<file path="config.mk">
export PLATFORM = sky130hd
export DESIGN_NAME = dbus_word_rx
export DESIGN_NICKNAME = d
export VERILOG_FILES = /design/src/rtl/dbus_pkg.sv /design/src/rtl/dbus_nib_shift.sv /design/src/rtl/dbus_word_rx.sv
export SDC_FILE = /design/constraint.sdc
export NUM_CORES = 1
export LEC_CHECK = 0
export ABC_AREA = 1
export CAP_MARGIN = 5
export CORE_UTILIZATION = 60
export CTS_BUF_LIST = sky130_fd_sc_hd__clkbuf_8
export DETAILED_ROUTE_END_ITERATION = 12
export PLACE_DENSITY = 0.95
export SYNTH_ARGS = -nofsm -noshare
export SYNTH_HDL_FRONTEND = slang
export SYNTH_SLANG_ARGS = --single-unit
</file>
<file path="constraint.sdc">
create_clock -name CLK -period 2.3 [get_ports CLK]
set_input_delay 0.345 -clock CLK [delete_from_list [all_inputs] [get_ports CLK]]
set_output_delay 0.345 -clock CLK [all_outputs]
set_load 0.01 [all_outputs]
</file>
<file path="src/rtl/dbus_pkg.sv">
// Shared constants, state encoding and sizing helper for the DBUS nibble receiver.
package dbus_pkg;

    localparam int unsigned DBUS_W = 4;

    typedef enum logic {
        IDLE,
        COLLECT
    } state_t;

    // Bits needed to hold a nibble count of 0..n-1 (at least one bit).
    function automatic int unsigned cnt_width(input int unsigned n);
        int unsigned w;
        w = 1;
        while ((32'd1 << w) < n) w++;
        return w;
    endfunction

endpackage

</file>
<file path="src/rtl/dbus_nib_shift.sv">
// NIB-slot nibble assembly register; one slot written per strobe, selected by index.
module dbus_nib_shift
    import dbus_pkg::*;
#(
    parameter int unsigned NIB = 4,
    parameter int unsigned CW  = 2
) (
    input  logic                  clk,
    input  logic                  rst,
    input  logic                  we,
    input  logic [CW-1:0]         slot,
    input  logic [DBUS_W-1:0]     dbus,
    output logic [DBUS_W*NIB-1:0] word
);

    // Write the strobed nibble into the addressed slot; reset discards any partial word.
    always_ff @(posedge clk or posedge rst) begin
        if (rst) begin
            word <= '0;
        end else if (we) begin
            for (int unsigned k = 0; k < NIB; k++) begin
                if (slot == CW'(k)) word[DBUS_W*k +: DBUS_W] <= dbus;
            end
        end
    end

endmodule

</file>
<file path="src/rtl/dbus_word_rx.sv">
// DBUS nibble-to-word receiver: framing FSM, nibble count, registered valid/ready output, sticky flags.
module dbus_word_rx
    import dbus_pkg::*;
#(
    parameter int unsigned NIB = 4
) (
    input  logic                  CLK,
    input  logic                  RST,
    input  logic [DBUS_W:1]       DBUS,
    input  logic                  D,
    input  logic                  SOF,
    output logic [DBUS_W*NIB-1:0] Q,
    output logic                  QV,
    input  logic                  QR,
    input  logic                  CLR,
    output logic                  FRM,
    output logic                  OVF
);

    localparam int unsigned WW = DBUS_W * NIB;
    localparam int unsigned CW = cnt_width(NIB);

    state_t          state, state_nxt;
    logic [CW-1:0]   cnt, cnt_nxt;
    logic [WW-1:0]   q_nxt;
    logic            of, of_nxt;
    logic            frm_nxt, ovf_nxt;
    logic            we;
    logic [CW-1:0]   slot;
    logic            complete;
    logic            frm_set, ovf_set;
    logic [WW-1:0]   asm_word;
    logic [WW-1:0]   word;

    dbus_nib_shift #(
        .NIB (NIB),
        .CW  (CW)
    ) u_shift (
        .clk  (CLK),
        .rst  (RST),
        .we   (we),
        .slot (slot),
        .dbus (DBUS),
        .word (asm_word)
    );

    // The completing nibble is merged in combinationally so Q loads on the same edge it is sampled.
    always_comb begin
        word = asm_word;
        for (int unsigned k = 0; k < NIB; k++) begin
            if (cnt == CW'(k)) word[DBUS_W*k +: DBUS_W] = DBUS;
        end
    end

    // Next-state: framing, nibble count, output register handoff and sticky flag updates.
    always_comb begin
        state_nxt = state;
        cnt_nxt   = cnt;
        q_nxt     = Q;
        of_nxt    = of;
        we        = 1'b0;
        slot      = cnt;
        complete  = 1'b0;
        frm_set   = 1'b0;
        ovf_set   = 1'b0;

        if (D) begin
            if (SOF) begin
                we        = 1'b1;
                slot      = '0;
                cnt_nxt   = CW'(1);
                state_nxt = COLLECT;
                if (state == COLLECT) frm_set = 1'b1;
            end else if (state == IDLE) begin
                frm_set = 1'b1;
            end else begin
                we = 1'b1;
                if (cnt == CW'(NIB - 1)) begin
                    complete  = 1'b1;
                    cnt_nxt   = '0;
                    state_nxt = IDLE;
                end else begin
                    cnt_nxt = cnt + 1'b1;
                end
            end
        end

        if (complete) begin
            if (!of || QR) begin
                q_nxt  = word;
                of_nxt = 1'b1;
            end else begin
                ovf_set = 1'b1;
            end
        end else if (of && QR) begin
            of_nxt = 1'b0;
        end

        frm_nxt = frm_set ? 1'b1 : (CLR ? 1'b0 : FRM);
        ovf_nxt = ovf_set ? 1'b1 : (CLR ? 1'b0 : OVF);
    end

    // State, count, output and flag registers.
    always_ff @(posedge CLK or posedge RST) begin
        if (RST) begin
            state <= IDLE;
            cnt   <= '0;
            Q     <= '0;
            of    <= 1'b0;
            FRM   <= 1'b0;
            OVF   <= 1'b0;
        end else begin
            state <= state_nxt;
            cnt   <= cnt_nxt;
            Q     <= q_nxt;
            of    <= of_nxt;
            FRM   <= frm_nxt;
            OVF   <= ovf_nxt;
        end
    end

    assign QV = of;

endmodule
</file>
==> results.sh <==
export IMPL_path_clk_slew_ns=0.07
export IMPL_first_iter_violations=85
export IMPL_clockBufferDepth=2
export IMPL_gp_congestion=0.8055
export IMPL_slowest_stage="clkdlybuf4s50_1"
export IMPL_die_height_um=58.02
export IMPL_yosysUniqueCellTypes=20
export IMPL_syn_to_final_growth_pct=19.07
export IMPL_arrival_ns=1.89
export IMPL_vdd_drop_max_mv=0.6282
export IMPL_hold_buffers=0
export IMPL_port_buffers=28
export IMPL_drive_gt1_frac=0.06439
export IMPL_drc_errors=3
export IMPL_critPathMostFrequentCell="nand2_1"
export IMPL_vias=1597
export IMPL_cp_end_kind="flop"
export IMPL_synth_top_area_cell="dfrtp_1"
export IMPL_rows=19
export IMPL_grt_pass1_wl_um=6417
export IMPL_max_stage_delay_ns=0.52
export IMPL_grt_ovfl_total=0
export IMPL_ys_warn_count=0
export IMPL_cts_sinks=38
export IMPL_grt_busiest_layer="met2"
export IMPL_rr_startpoint="cnt[0]"
export IMPL_grt_util_met2=0.4368
export IMPL_finalSetupViolCount=0
export IMPL_cts_tree="done"
export IMPL_report_final_slew_viol_count=0
export IMPL_root_buffer="clkbuf_8"
export IMPL_n_antenna_cell=0
export IMPL_syn_inst=236
export IMPL_rsz0062_at_grt="no"
export IMPL_synth_area_um2=1883
export IMPL_synthesis_nets=251
export IMPL_met1_usage=0.3248
export IMPL_finalSetupTns_ns=0
export IMPL_netlist_top_cells_area="dfrtp_1 (50%), nand2_1 (17%), nand3_1 (9.3%)"
export IMPL_hold_path_class="input pin to asynchronous set/reset pin"
export IMPL_crit_buf_inv=3
export IMPL_ioPinCount=29
export IMPL_cts_resized_gates=0
export IMPL_grt_use_total=0.2621
export IMPL_final_util=0.7860
export IMPL_yosysTopAreaCellShare=0.5050
export IMPL_clk_insertion_delay_late_ns=0.29
export IMPL_yosysSeqAreaShare=0.5050
export IMPL_grt_pass1_vias=1438
export IMPL_htree_num_levels=2
export IMPL_post_route_period_util=0.7433
export IMPL_vias_per_cell=5.414
export IMPL_ant_nets=0
export IMPL_period_minus_slack_ns=1.710
export IMPL_maxCapViolations=0
export IMPL_start_kind="input pin"
export IMPL_grt_use_met3=0.06920
export IMPL_synth_seq_cells=38
export IMPL_violations="DRC"
export IMPL_numCtsBuffers=5
export IMPL_cp_startpoint="SOF"
export IMPL_tightest_slew_ns=0.4631
export IMPL_fin_worst_skew_ns=0.005365
export IMPL_syn_area_per_cell_um2=7.979
export IMPL_hpwl_um=2754
export IMPL_outcome="finished with violations"
export IMPL_cts_setup_buffers=0
export IMPL_relSlewSlack=0.6912
export IMPL_start_util=0.6601
export IMPL_cp_max_fo=10
export IMPL_power_density_nw_per_um2=1061
export IMPL_dieArea_um2=3366
export IMPL_fmax_ghz=0.5849
export IMPL_antenna_found_initial=0
export IMPL_wirelength_um=3776
export IMPL_fp_dieW_um=58.02
export IMPL_crit_family="simple AND/OR/NAND/NOR gates"
export IMPL_grt_start_max_net_pins=39
export IMPL_worstSetupPathType="input pin to flop"
export IMPL_first_pass_iters=8
export IMPL_crit_required_ns=2.48
export IMPL_wl_per_cell_um=12.80
export IMPL_crit_chain="clkdlybuf4s50_1 -> inv_2 -> ha_1 -> inv_1 -> nand2_2 -> nor2_4 -> nand2_1 -> nand2_1 -> nand2_1"
export IMPL_power_leakage_nw=1.172
export IMPL_fin_nets=279
export IMPL_coreArea_um2=2853
export IMPL_finalHoldViolCount=0
cells in the mapped netlist (all sizes together):
library cell / instances
o22ai: 1
o21ai: 20
clkbuf: 4
nand2: 90
o21bai: 4
inv: 28
nor2: 6
nand3: 35
buf: 5
dfrtp: 38
ha: 5
cell usage in the layout, fill, tap and decap left out, types with 2 or more instances in the layout:
cell type / n
dfrtp_1: 38
clkbuf_8: 5
buf_4: 2
inv_2: 2
inv_1: 26
nand2_2: 2
nor2_1: 3
o21bai_1: 4
ha_1: 5
nand3_1: 35
o21ai_0: 20
clkdlybuf4s50_1: 28
clkinv_2: 2
nand2_1: 87
through the flow:
step,power [W],worst slack (ns),cell area [um2],cells,hold slack (ns)
floorplan,0.001601,0.9679,1883,236,0.4419
global placement,0.001908,0.4348,2163,288,0.4538
detailed placement,0.001960,0.3152,2163,288,0.4576
CTS,0.002386,0.6088,2242,295,0.4711
global route,0.002558,0.4533,2242,295,0.4842
finish,0.002378,0.5903,2242,295,0.4569
routing by layer:
layer | part of all wire | up-vias
met1 | 0.43 | 740
met3 | 0.057 | 5
met4 | 0.015 | 0
met5 | 0 | -
met2 | 0.49 | 51
li1 | - | 801
cells by family (layout without fill, tap and decap cells):
kind of cell | after synthesis | count (layout) | synth area share
DFF | 38 | 38 | 0.5050
buffers and inverters | 37 | 65 | 0.08438
adders and majority gates | 5 | 5 | 0.03322
AOI/OAI and AO/OA | 25 | 25 | 0.07243
and+or+nand+nor | 131 | 131 | 0.3050
final cells by class:
| type | count | area [um2] |
|---|---|---|
| clock buffer | 5 | 68.82 |
| clock inverter | 2 | 10.01 |
| fill | 202 | 610.6 |
| inverter | 28 | 105.1 |
| multi-input combinational | 161 | 773.2 |
| sequential | 38 | 950.9 |
| tap | 31 | 38.79 |
| timing repair buffer | 30 | 295.3 |
registers in the layout, summed over array words and instances, names as in the netlist:
register,flops
FRM,1
Q,16
OVF,1
cnt,2
QV,1
u_shift.word,16
state,1
final timing paths:
check	depth (start not counted)	endpoint	slack, ns
worst max-delay path	9	u_shift.word[15]	0.59
worst min-delay path	3	Q[5]	0.46
worst max register to register	6	Q[12]	0.67
worst min register to register	2	Q[10]	0.47
max in group asynchronous	3	u_shift.word[6]	1.51
min in group CLK	2	Q[10]	0.47
worst min-delay path: stages:
cell and delay, ns:
clkdlybuf4s50_1 0.39, inv_1 0.05, buf_4 0.39
power breakdown:
group / internal [W] / switching (W)
Clock: 0.000203 / 0.000214
Combinational: 0.000406 / 0.000494
Sequential: 0.000917 / 0.000144
Total: 0.00153 / 0.000852
(Power assumes the default switching activity.)
